$ cat src/rtl/vga_fb_arbiter_if.sv
// Pixel-writer channel into the framebuffer arbiter: valid/ready handshake
// carrying one pixel coordinate and its RGB444 colour.
interface vga_fb_arbiter_if #(
    parameter int XBITS = 10,
    parameter int YBITS = 10
);
    logic             wr_valid;
    logic             wr_ready;
    logic [XBITS-1:0] wr_x;
    logic [YBITS-1:0] wr_y;
    logic [11:0]      wr_color;

    modport master (
        output wr_valid, wr_x, wr_y, wr_color,
        input  wr_ready
    );

    modport slave (
        input  wr_valid, wr_x, wr_y, wr_color,
        output wr_ready
    );
endinterface

$ cat src/rtl/vga_fb_arbiter.sv
// Single-port framebuffer arbiter: one scan-out read per 4 visible pixels,
// every other RAM cycle goes to the fill engine or the pixel writer.
module vga_fb_arbiter #(
    parameter int XBITS = 10,
    parameter int YBITS = 10,
    parameter int HRES  = 640,
    parameter int VRES  = 480,
    parameter int WPL   = 160,
    parameter int AW    = 17
) (
    input  logic             clock,
    input  logic             reset_n,
    input  logic [XBITS-1:0] x,
    input  logic [YBITS-1:0] y,
    input  logic             activevideo,
    input  logic             hsync_in,
    input  logic             vsync_in,
    vga_fb_arbiter_if.slave  wr,
    input  logic             fill_start,
    input  logic [11:0]      fill_color,
    output logic             fill_busy,
    output logic             fill_done,
    output logic [AW-1:0]    mem_addr,
    output logic             mem_we,
    output logic [3:0]       mem_wmask,
    output logic [47:0]      mem_wdata,
    input  logic [47:0]      mem_rdata,
    output logic [3:0]       red,
    output logic [3:0]       green,
    output logic [3:0]       blue,
    output logic             hsync,
    output logic             vsync,
    output logic             avideo
);

    localparam logic [AW-1:0]    LAST_WORD = AW'(WPL * VRES - 1);
    localparam logic [XBITS-1:0] HRES_X    = XBITS'(HRES);
    localparam logic [YBITS-1:0] VRES_Y    = YBITS'(VRES);

    typedef enum logic {
        IDLE,
        FILL
    } state_t;

    state_t        state, state_nx;
    logic [AW-1:0] fill_cnt, fill_cnt_nx;
    logic [11:0]   fill_rgb;
    logic          fill_done_nx;

    logic          disp_slot;
    logic          wr_in_range;
    logic [AW-1:0] disp_addr;
    logic [AW-1:0] wr_addr;

    // Scan-out pipeline
    logic          rd_pend;
    logic [47:0]   pix_sr;
    logic [1:0]    hs_d, vs_d, av_d;

    assign disp_slot   = activevideo & (x[1:0] == 2'b00);
    assign wr_in_range = (wr.wr_x < HRES_X) & (wr.wr_y < VRES_Y);
    assign disp_addr   = AW'(y) * AW'(WPL) + AW'(x[XBITS-1:2]);
    assign wr_addr     = AW'(wr.wr_y) * AW'(WPL) + AW'(wr.wr_x[XBITS-1:2]);

    assign wr.wr_ready = (state == IDLE) & ~disp_slot;
    assign fill_busy   = (state == FILL);

    // NOTE: every signal written here gets a default first, so no path
    // through the block can leave a value held and infer a latch.
    always_comb begin
        state_nx     = state;
        fill_cnt_nx  = fill_cnt;
        fill_done_nx = 1'b0;
        mem_addr     = '0;
        mem_we       = 1'b0;
        mem_wmask    = 4'h0;
        mem_wdata    = '0;

        if (disp_slot) begin
            mem_addr = disp_addr;
        end else if (state == FILL) begin
            mem_addr  = fill_cnt;
            mem_we    = 1'b1;
            mem_wmask = 4'hF;
            mem_wdata = {4{fill_rgb}};
            if (fill_cnt == LAST_WORD) begin
                state_nx     = IDLE;
                fill_cnt_nx  = '0;
                fill_done_nx = 1'b1;
            end else begin
                fill_cnt_nx = fill_cnt + AW'(1);
            end
        end else if (wr.wr_valid & wr_in_range) begin
            mem_addr  = wr_addr;
            mem_we    = 1'b1;
            mem_wmask = 4'b0001 << wr.wr_x[1:0];
            mem_wdata = {4{wr.wr_color}};
        end

        if (state == IDLE && fill_start) begin
            state_nx    = FILL;
            fill_cnt_nx = '0;
        end

        // RAM stays untouched while reset is held, including a fill cut short.
        mem_we = mem_we & reset_n;
    end

    // NOTE: state registers use non-blocking assignments so every flop
    // samples pre-edge values regardless of block ordering.
    always_ff @(posedge clock) begin
        if (!reset_n) begin
            state     <= IDLE;
            fill_cnt  <= '0;
            fill_done <= 1'b0;
            fill_rgb  <= '0;
        end else begin
            state     <= state_nx;
            fill_cnt  <= fill_cnt_nx;
            fill_done <= fill_done_nx;
            if (state == IDLE && fill_start) begin
                fill_rgb <= fill_color;
            end
        end
    end

    // Read data lands one cycle after the address; load it into the shift
    // register then, so lane 0 shows two cycles after its timer cycle.
    always_ff @(posedge clock) begin
        if (!reset_n) begin
            rd_pend <= 1'b0;
            pix_sr  <= '0;
            hs_d    <= 2'b11;
            vs_d    <= 2'b11;
            av_d    <= 2'b00;
        end else begin
            rd_pend <= disp_slot;
            pix_sr  <= rd_pend ? mem_rdata : {12'h000, pix_sr[47:12]};
            hs_d    <= {hs_d[0], hsync_in};
            vs_d    <= {vs_d[0], vsync_in};
            av_d    <= {av_d[0], activevideo};
        end
    end

    assign hsync  = hs_d[1];
    assign vsync  = vs_d[1];
    assign avideo = av_d[1];
    assign {red, green, blue} = av_d[1] ? pix_sr[11:0] : 12'h000;

endmodule
$ cat src/flat_wrapper.sv
// flat-port wrapper written by rule: the top's interface ports become plain ports
module vga_fb_arbiter_flat 
#(
    parameter int XBITS = 10,
    parameter int YBITS = 10,
    parameter int HRES  = 640,
    parameter int VRES  = 480,
    parameter int WPL   = 160,
    parameter int AW    = 17
)
  (clock, reset_n, x, y, activevideo, hsync_in, vsync_in, fill_start, fill_color, fill_busy, fill_done, mem_addr, mem_we, mem_wmask, mem_wdata, mem_rdata, red, green, blue, hsync, vsync, avideo, wr_wr_valid, wr_wr_x, wr_wr_y, wr_wr_color, wr_wr_ready);
  vga_fb_arbiter_if #(.XBITS(XBITS), .YBITS(YBITS)) wr_i ();
  input  logic clock;
  input  logic reset_n;
  input  logic [XBITS-1:0] x;
  input  logic [YBITS-1:0] y;
  input  logic activevideo;
  input  logic hsync_in;
  input  logic vsync_in;
  input  logic fill_start;
  input  logic [11:0] fill_color;
  output logic fill_busy;
  output logic fill_done;
  output logic [AW-1:0] mem_addr;
  output logic mem_we;
  output logic [3:0] mem_wmask;
  output logic [47:0] mem_wdata;
  input  logic [47:0] mem_rdata;
  output logic [3:0] red;
  output logic [3:0] green;
  output logic [3:0] blue;
  output logic hsync;
  output logic vsync;
  output logic avideo;
  input wire logic [$bits(wr_i.wr_valid)-1:0] wr_wr_valid;
  input wire logic [$bits(wr_i.wr_x)-1:0] wr_wr_x;
  input wire logic [$bits(wr_i.wr_y)-1:0] wr_wr_y;
  input wire logic [$bits(wr_i.wr_color)-1:0] wr_wr_color;
  output wire logic [$bits(wr_i.wr_ready)-1:0] wr_wr_ready;
  assign wr_i.wr_valid = wr_wr_valid;
  assign wr_i.wr_x = wr_wr_x;
  assign wr_i.wr_y = wr_wr_y;
  assign wr_i.wr_color = wr_wr_color;
  assign wr_wr_ready = wr_i.wr_ready;
  vga_fb_arbiter #(.XBITS(XBITS), .YBITS(YBITS), .HRES(HRES), .VRES(VRES), .WPL(WPL), .AW(AW)) u_core (.clock(clock), .reset_n(reset_n), .x(x), .y(y), .activevideo(activevideo), .hsync_in(hsync_in), .vsync_in(vsync_in), .wr(wr_i), .fill_start(fill_start), .fill_color(fill_color), .fill_busy(fill_busy), .fill_done(fill_done), .mem_addr(mem_addr), .mem_we(mem_we), .mem_wmask(mem_wmask), .mem_wdata(mem_wdata), .mem_rdata(mem_rdata), .red(red), .green(green), .blue(blue), .hsync(hsync), .vsync(vsync), .avideo(avideo));
endmodule
$ cat config.mk
export PLATFORM = sky130hd
export DESIGN_NAME = vga_fb_arbiter_flat
export DESIGN_NICKNAME = d
export VERILOG_FILES = /design/src/rtl/vga_fb_arbiter_if.sv /design/src/rtl/vga_fb_arbiter.sv /design/src/flat_wrapper.sv
export SDC_FILE = /design/constraint.sdc
export NUM_CORES = 1
export LEC_CHECK = 0
export BUFFER_PORTS_ARGS = -buffer_cell sky130_fd_sc_hd__buf_4
export CORE_MARGIN = 5
export CORE_UTILIZATION = 54
export CTS_CLUSTER_DIAMETER = 30
export DETAILED_ROUTE_END_ITERATION = 6
export MAX_ROUTING_LAYER = met4
export PLACE_DENSITY = 0.87
export SETUP_SLACK_MARGIN = 0.1
export SYNTH_ARGS = -nofsm -noshare
export SYNTH_HDL_FRONTEND = slang
export SYNTH_SLANG_ARGS = --single-unit
$ cat constraint.sdc
create_clock -name clock -period 11.9 [get_ports clock]
set_clock_uncertainty 0.1 [all_clocks]
set_input_delay 2.38 -clock clock [delete_from_list [all_inputs] [get_ports clock]]
set_output_delay 2.38 -clock clock [all_outputs]
set_load 0.005 [all_outputs]
==> results of run 1 <==
==> final cells by class <==
cell class              count  area (sq um)
fillers                   759          2840
clock buffers               9           124
flip-flops and latches     86          1720
clock inverters             7          83.8
inverters                   9          33.8
well taps                 133           166
multi-input cells         461          3290
repair buffers            207          1550
==> registers in the layout, summed over array words and instances, names as in the netlist <==
register,flops
u_core.pix_sr,48
u_core.fill_cnt,17
u_core.fill_rgb,12
u_core.av_d,2
u_core.hs_d,2
u_core.vs_d,2
u_core.fill_busy,1
u_core.fill_done,1
u_core.rd_pend,1
==> logic make-up after synthesis <==
group | share of synthesized area
AO/OA/AOI/OAI | 0.139
XOR/XNOR | 0.0591
adder cells (fa/ha/maj) | 0.104
buffers and inverters | 0.0816
flip-flops | 0.315
multiplexers | 0.0679
AND/OR/NAND/NOR | 0.232
==> worst max path at each step <==
stage	from	endpoint	slack (ns)	cells past startpoint
3_3_place_gp	wr_wr_y[1]	mem_addr[15]	4.34	12
4_1_cts	wr_wr_y[1]	mem_addr[15]	4.21	12
2_1_floorplan	wr_wr_y[1]	mem_addr[15]	4.75	10
6_report	wr_wr_y[1]	mem_addr[15]	4.17	12
5_1_grt	wr_wr_y[1]	mem_addr[15]	4.07	12
3_5_place_dp	wr_wr_y[1]	mem_addr[15]	4.22	12
==> worst max-delay path, cell delays in order <==
cell and delay, ns:
buf_4 0.13, ha_1 0.31, ha_1 0.26, fa_1 0.45, a21o_1 0.21, a21oi_1 0.17, xnor2_1 0.24, nand3_1 0.21
or3_1 0.41, a32oi_1 0.22, o21ai_1 0.11, buf_4 0.15
==> stage by stage <==
step | total power [uW] | utilization | std cells
floorplan | 424 | - | 621
global placement | 490 | 0.689 | 896
detailed placement | 496 | 0.689 | 896
CTS | 709 | 0.710 | 912
global route | 740 | 0.710 | 912
finish | 705 | 0.710 | 912
==> cells in the mapped netlist (3+ instances only) <==
cell type and count:
dfxtp_1 86, nand2_1 61, nor2b_1 41, ha_1 39, mux2i_1 37, buf_4 36, nor2_1 36, a21oi_1 24
clkbuf_1 22, xor2_1 19, o21ai_0 18, and2_1 16, xnor2_1 16, and3_1 14, a21boi_0 13, a22o_1 12
nand2b_1 12, nand3_1 11, o21ai_1 11, inv_1 9, nor3_1 8, nor3b_1 8, nand4_1 7, or3_1 5
a221oi_1 4, fa_1 4, a211oi_1 3, a21o_1 3, clkbuf_8 3, nand2_2 3
==> power breakdown <==
| group | switching (uW) | internal, uW | total, uW | leakage, uW |
|---|---|---|---|---|
| sequential | 4.57 | 294 | 299 | 0.000698 |
| clock | 112 | 101 | 214 | 0.000103 |
| combinational | 96.1 | 96.7 | 193 | 0.00223 |
| total | 213 | 492 | 705 | 0.00303 |
==> layer usage <==
| metal | routed length, um | global-route usage | up-vias |
|---|---|---|---|
| met5 | 0 | - | - |
| met4 | 395 | 0.0944 | 0 |
| met3 | 1120 | 0.0602 | 27 |
| met2 | 8010 | 0.443 | 221 |
| met1 | 5770 | 0.260 | 2330 |
| li1 | - | - | 2419 |
==> impl_results.md, run 1 <==
- Status: complete, no violations
- Leakage: ~0.003 uW
- Yosys warnings: 0
- CTS sink count: 86
- Final worst path period share: 0.649
- Vias per std cell: 5.48
- Largest net degree at the start of global routing: slightly above 70
- H-tree Lvls: 3
- CTS max path bufs: 2
- Final wirelength: approximately 15 mm
- Share of cells above drive strength 1: 0.306
- Number of I/O port buffers: 206
- Vias in the first global route: roughly 4900
- Fmax: approximately 130 MHz
- R2R depth: 7
- Hold WS: about 0.32 ns
- Sequential area share after synthesis: 0.315
- PwrDens: around 100 nW/um^2
- Post-synth top area cell: dfxtp_1
- Worst hold stages: 1
- Net count reported at finish: ~940
- Primary FF master, synth: dfxtp_1
- Dominant cells by area after synthesis: dfxtp_1 (32%), ha_1 (8.9%), mux2i_1 (6.8%), buf_4 (5.0%), nor2b_1 (4.7%)
- WL/cell: roughly 17 um
- CP Capture Type: primary output
- Reg2Reg Setup Slack: 8.95 ns
- Seq cells post-synth: 86
- Clock-pin slew on the worst setup and hold paths: 0.09 ns
- Measured slew at the worst slew-check pin: about 1.2 ns
- Pins Over Slew Limit: 0
- Dpl ws: approximately 4.2 ns
- Post-Place Cell Area: approximately 6800 sq um
- Post-CTS setup buffers: 0
- Final setup fails: 0
- RePlAce Congestion: 0.882
- Number of antenna violations at the first check in global routing: 0
- Design area: 6980 sq um
- Reg-to-reg critical path startpoint: u_core.fill_busy
- Post-route DRC: 0
- Commonest non-fill, non-tap cell in the layout: buf_4
- Hold buffer count at cts: 0
- Ant diodes: 0
- Post-detailed-route count of antenna-violating nets: 0
- Area Growth Syn to Fin: 27.8%
- Endpoint, Worst Hold: u_core.vs_d[1]
- Final worst slack: approximately 4.2 ns
- Die W: 111 um
- Worst Path Arrival: between 5 and 6 ns
- GRT Util Overall: 0.246
- DR iter-0 viols: 410
- Core Region: just under 10000 sq um
- Max Cap Viol: 0
- TNS Setup: 0 ns
- Hold wc startpoint: u_core.vs_d[0]
- WP data required: 9.42 ns
- CTS Buf Count: 9
- Synth unique cells: 63
- GRT overflow: 0
- DP Wirelength: between 10 and 15 mm
- Global-route wire length before repair: ~24 mm
- Cell count after synthesis: 621
- Latest clock arrival within the worst-skew pair: about 0.36 ns
- Starting Density: 0.556
- TritonCTS clock tree: yes
- Crit path max fanout: 4
- Max_slew headroom: 0.180
- CTS resizes: 0
- RSZ-0062 raised after global routing: false
- Post-Syn Nets: between 700 and 800
- Peak VDD IR: 0.0709 mV
- # IOs: a little over 200
- DRT Pass-1 Iters: 5
- Tmin final: 7.73 ns
- Worst Hold Class: register to register
- Average cell area after synthesis: about 8.8 sq um
- Die ar.: ~12000 sq um
- Async S/R FF share, synth: 0
- R2r endpoint: u_core.fill_cnt[13]
- Mapped cell area: 5460 sq um
- Clock root buffer master: clkbuf_8
- Critical path type: input pin to primary output
- Final hold vios: 0
- Startpoint types: input pin
- Number of synthesized flops with an enable pin: 0
- Cell row count: 36
- Vias: about 5000
- Die Y: 111 um
- Area share of the largest cell type after synthesis: 0.315
- Most frequent cells in the layout: buf_4 (207), dfxtp_1 (85), nand2_1 (61)
Note: power is estimated with default switching activity, not from simulation.
==> run 2, diff against run 1 <==
- CORE_UTILIZATION: 54 -> 45
- PLACE_DENSITY: 0.87 -> 0.77
- clock period: 11.9 -> 6.35 ns (I/O delays scaled with it)
==> run 2 against run 1 <==
Against the previous run:
- final cell count up 1.9%
- critical path depth unchanged
- cell area is 1.8% higher
- register-to-register slack got worse by 5.2 ns
- critical path type unchanged
==> impl_results.md, run 2 (synthesis gave the netlist of run 1 again) <==
- PwrDens: approximately 200 nW/um^2
- Leakage: about 0.0031 uW
- Tot Pwr: approximately 1400 uW
- Clock-pin slew on the worst setup and hold paths: approximately 0.060 ns
- Starting Density: 0.456
- Hold wc startpoint: u_core.vs_d[0]
- DRT Pass-1 Iters: 4
- Number of I/O port buffers: between 200 and 250
- Top reg by flops: u_core.pix_sr
- Worst hold stages: 1
- Vias: just under 5000
- Measured slew at the worst slew-check pin: around 0.97 ns
- Share of cells above drive strength 1: 0.308
- # fillers: between 1000 and 1500
- Most frequent cells in the layout: buf_4 (210), dfxtp_1 (85), nand2_1 (61)
- R2R depth: 6
- DR iter-0 viols: around 200
- Post-detailed-route count of antenna-violating nets: 0
- Largest regs: u_core.pix_sr (48), u_core.fill_cnt (17), u_core.fill_rgb (12)
- Status: complete, no violations
- Area of the multi-input gates: approximately 3300 sq um
- Max Cap Viol: 0
- RSZ-0062 raised after global routing: false
- GRT Util Overall: 0.201
- Worst Path Arrival: approximately 4 ns
- Core Region: 12000 sq um
- Vias in the first global route: around 4700
- Final worst slack: 0.922 ns
- Fmax: approximately 180 MHz
- Critical path type: input pin to primary output
- # IOs: 207
- Final worst path period share: 0.855
- R2r endpoint: u_core.fill_cnt[16]
- Post-Place Cell Area: a little under 7000 sq um
- Final hold vios: 0
- RePlAce Congestion: 0.882
- Number of antenna violations at the first check in global routing: 0
- Die Y: about 120 um
- Worst Hold Class: register to register
- Non-filler cells in the finished layout: approximately 930
- CTS max path bufs: 2
- WL/cell: about 16 um
- Cell row count: 40
- Clock root buffer master: clkbuf_16
- WP data required: 4.98 ns
- Sequential cell area: 1720 sq um
- Net count reported at finish: about 940
- Global-route wire length before repair: roughly 23 mm
- CTS Buf Count: 9
- TritonCTS clock tree: yes
- Crit path max fanout: 4
- H-tree Lvls: 3
- Tmin final: 5.43 ns
- Pins Over Slew Limit: 0
- Startpoint types: input pin
- GRT overflow: 0
- Dpl ws: 0.923 ns
- Ant diodes: 0
- Die ar.: about 14000 sq um
- Inst Count DP: 913
- Reg-to-reg critical path startpoint: u_core.fill_busy
- Design area: slightly above 7000 sq um
- Peak VDD IR: ~0.12 mV
- CP Capture Type: primary output
- Largest net degree at the start of global routing: 72
- DP Wirelength: about 11 mm
- Flip-flop count of the largest register after layout: 48
- CTS resizes: 0
- Latest clock arrival within the worst-skew pair: roughly 0.33 ns
- TNS Setup: 0 ns
- Final setup fails: 0
- Post-route DRC: 0
- Endpoint, Worst Hold: u_core.vs_d[1]
- Vias per std cell: about 5.2
- CTS sink count: 86
- Final wirelength: roughly 15 mm
- Reg2Reg Setup Slack: around 3.8 ns
- Area Growth Syn to Fin: 30.1%
- Commonest non-fill, non-tap cell in the layout: buf_4
- Post-CTS setup buffers: 0
- Hold buffer count at cts: 0
- Die W: ~120 um
- Max_slew headroom: 0.356
## run 2: how the worst max path moves through the flow
stage               start      endpoint  slack (ns)  cells past startpoint
2_1_floorplan  wr_wr_y[1]  mem_addr[15]        1.42                     10
5_1_grt        wr_wr_y[1]  mem_addr[15]        0.74                     12
3_3_place_gp   wr_wr_y[1]  mem_addr[15]        0.97                     12
3_5_place_dp   wr_wr_y[1]  mem_addr[15]        0.92                     12
4_1_cts        wr_wr_y[1]  mem_addr[15]        0.91                     12
6_report       wr_wr_y[1]  mem_addr[15]        0.92                     12
## run 2: final cells by class
class,instances,share of cell area
Sequential cell,86,0.243
Clock inverter,5,0.00581
Clock buffer,11,0.0356
Inverter,9,0.00476
Tap cell,147,0.0259
Multi-Input combinational cell,461,0.463
Timing Repair Buffer,210,0.222
## run 2: worst max-delay path, stage by stage
cell     delay, ns
buf_4         0.13
ha_1          0.29
ha_1          0.26
fa_1          0.44
a21o_1        0.20
a21oi_1       0.16
xnor2_1       0.24
nand3_1       0.20
or3_1         0.38
a32oi_1       0.22
o21ai_1       0.11
buf_4         0.16
## run 2: power by group
part / switching [uW] / internal, uW / leakage [uW]
Sequential: 5.31 / 551 / 0.000698
Clock: 213 / 290 / 0.000139
Combinational: 179 / 181 / 0.00225
## run 2: per-layer routing
metal | global-route usage | vias up | wire, um | share of wire
met1 | 0.226 | 2207 | 6030 | 0.41
li1 | - | 2424 | - | -
met4 | 0.0666 | 0 | 297 | 0.020
met2 | 0.352 | 164 | 7430 | 0.51
met5 | - | - | 0 | 0
met3 | 0.0452 | 18 | 919 | 0.063
## run 2: stage by stage
step	utilization	hold slack, ns
5_1_grt	0.594	0.343
6_report	0.594	0.316
3_3_place_gp	0.569	0.290
3_5_place_dp	0.569	0.307
2_1_floorplan	-	0.286
4_1_cts	0.594	0.322
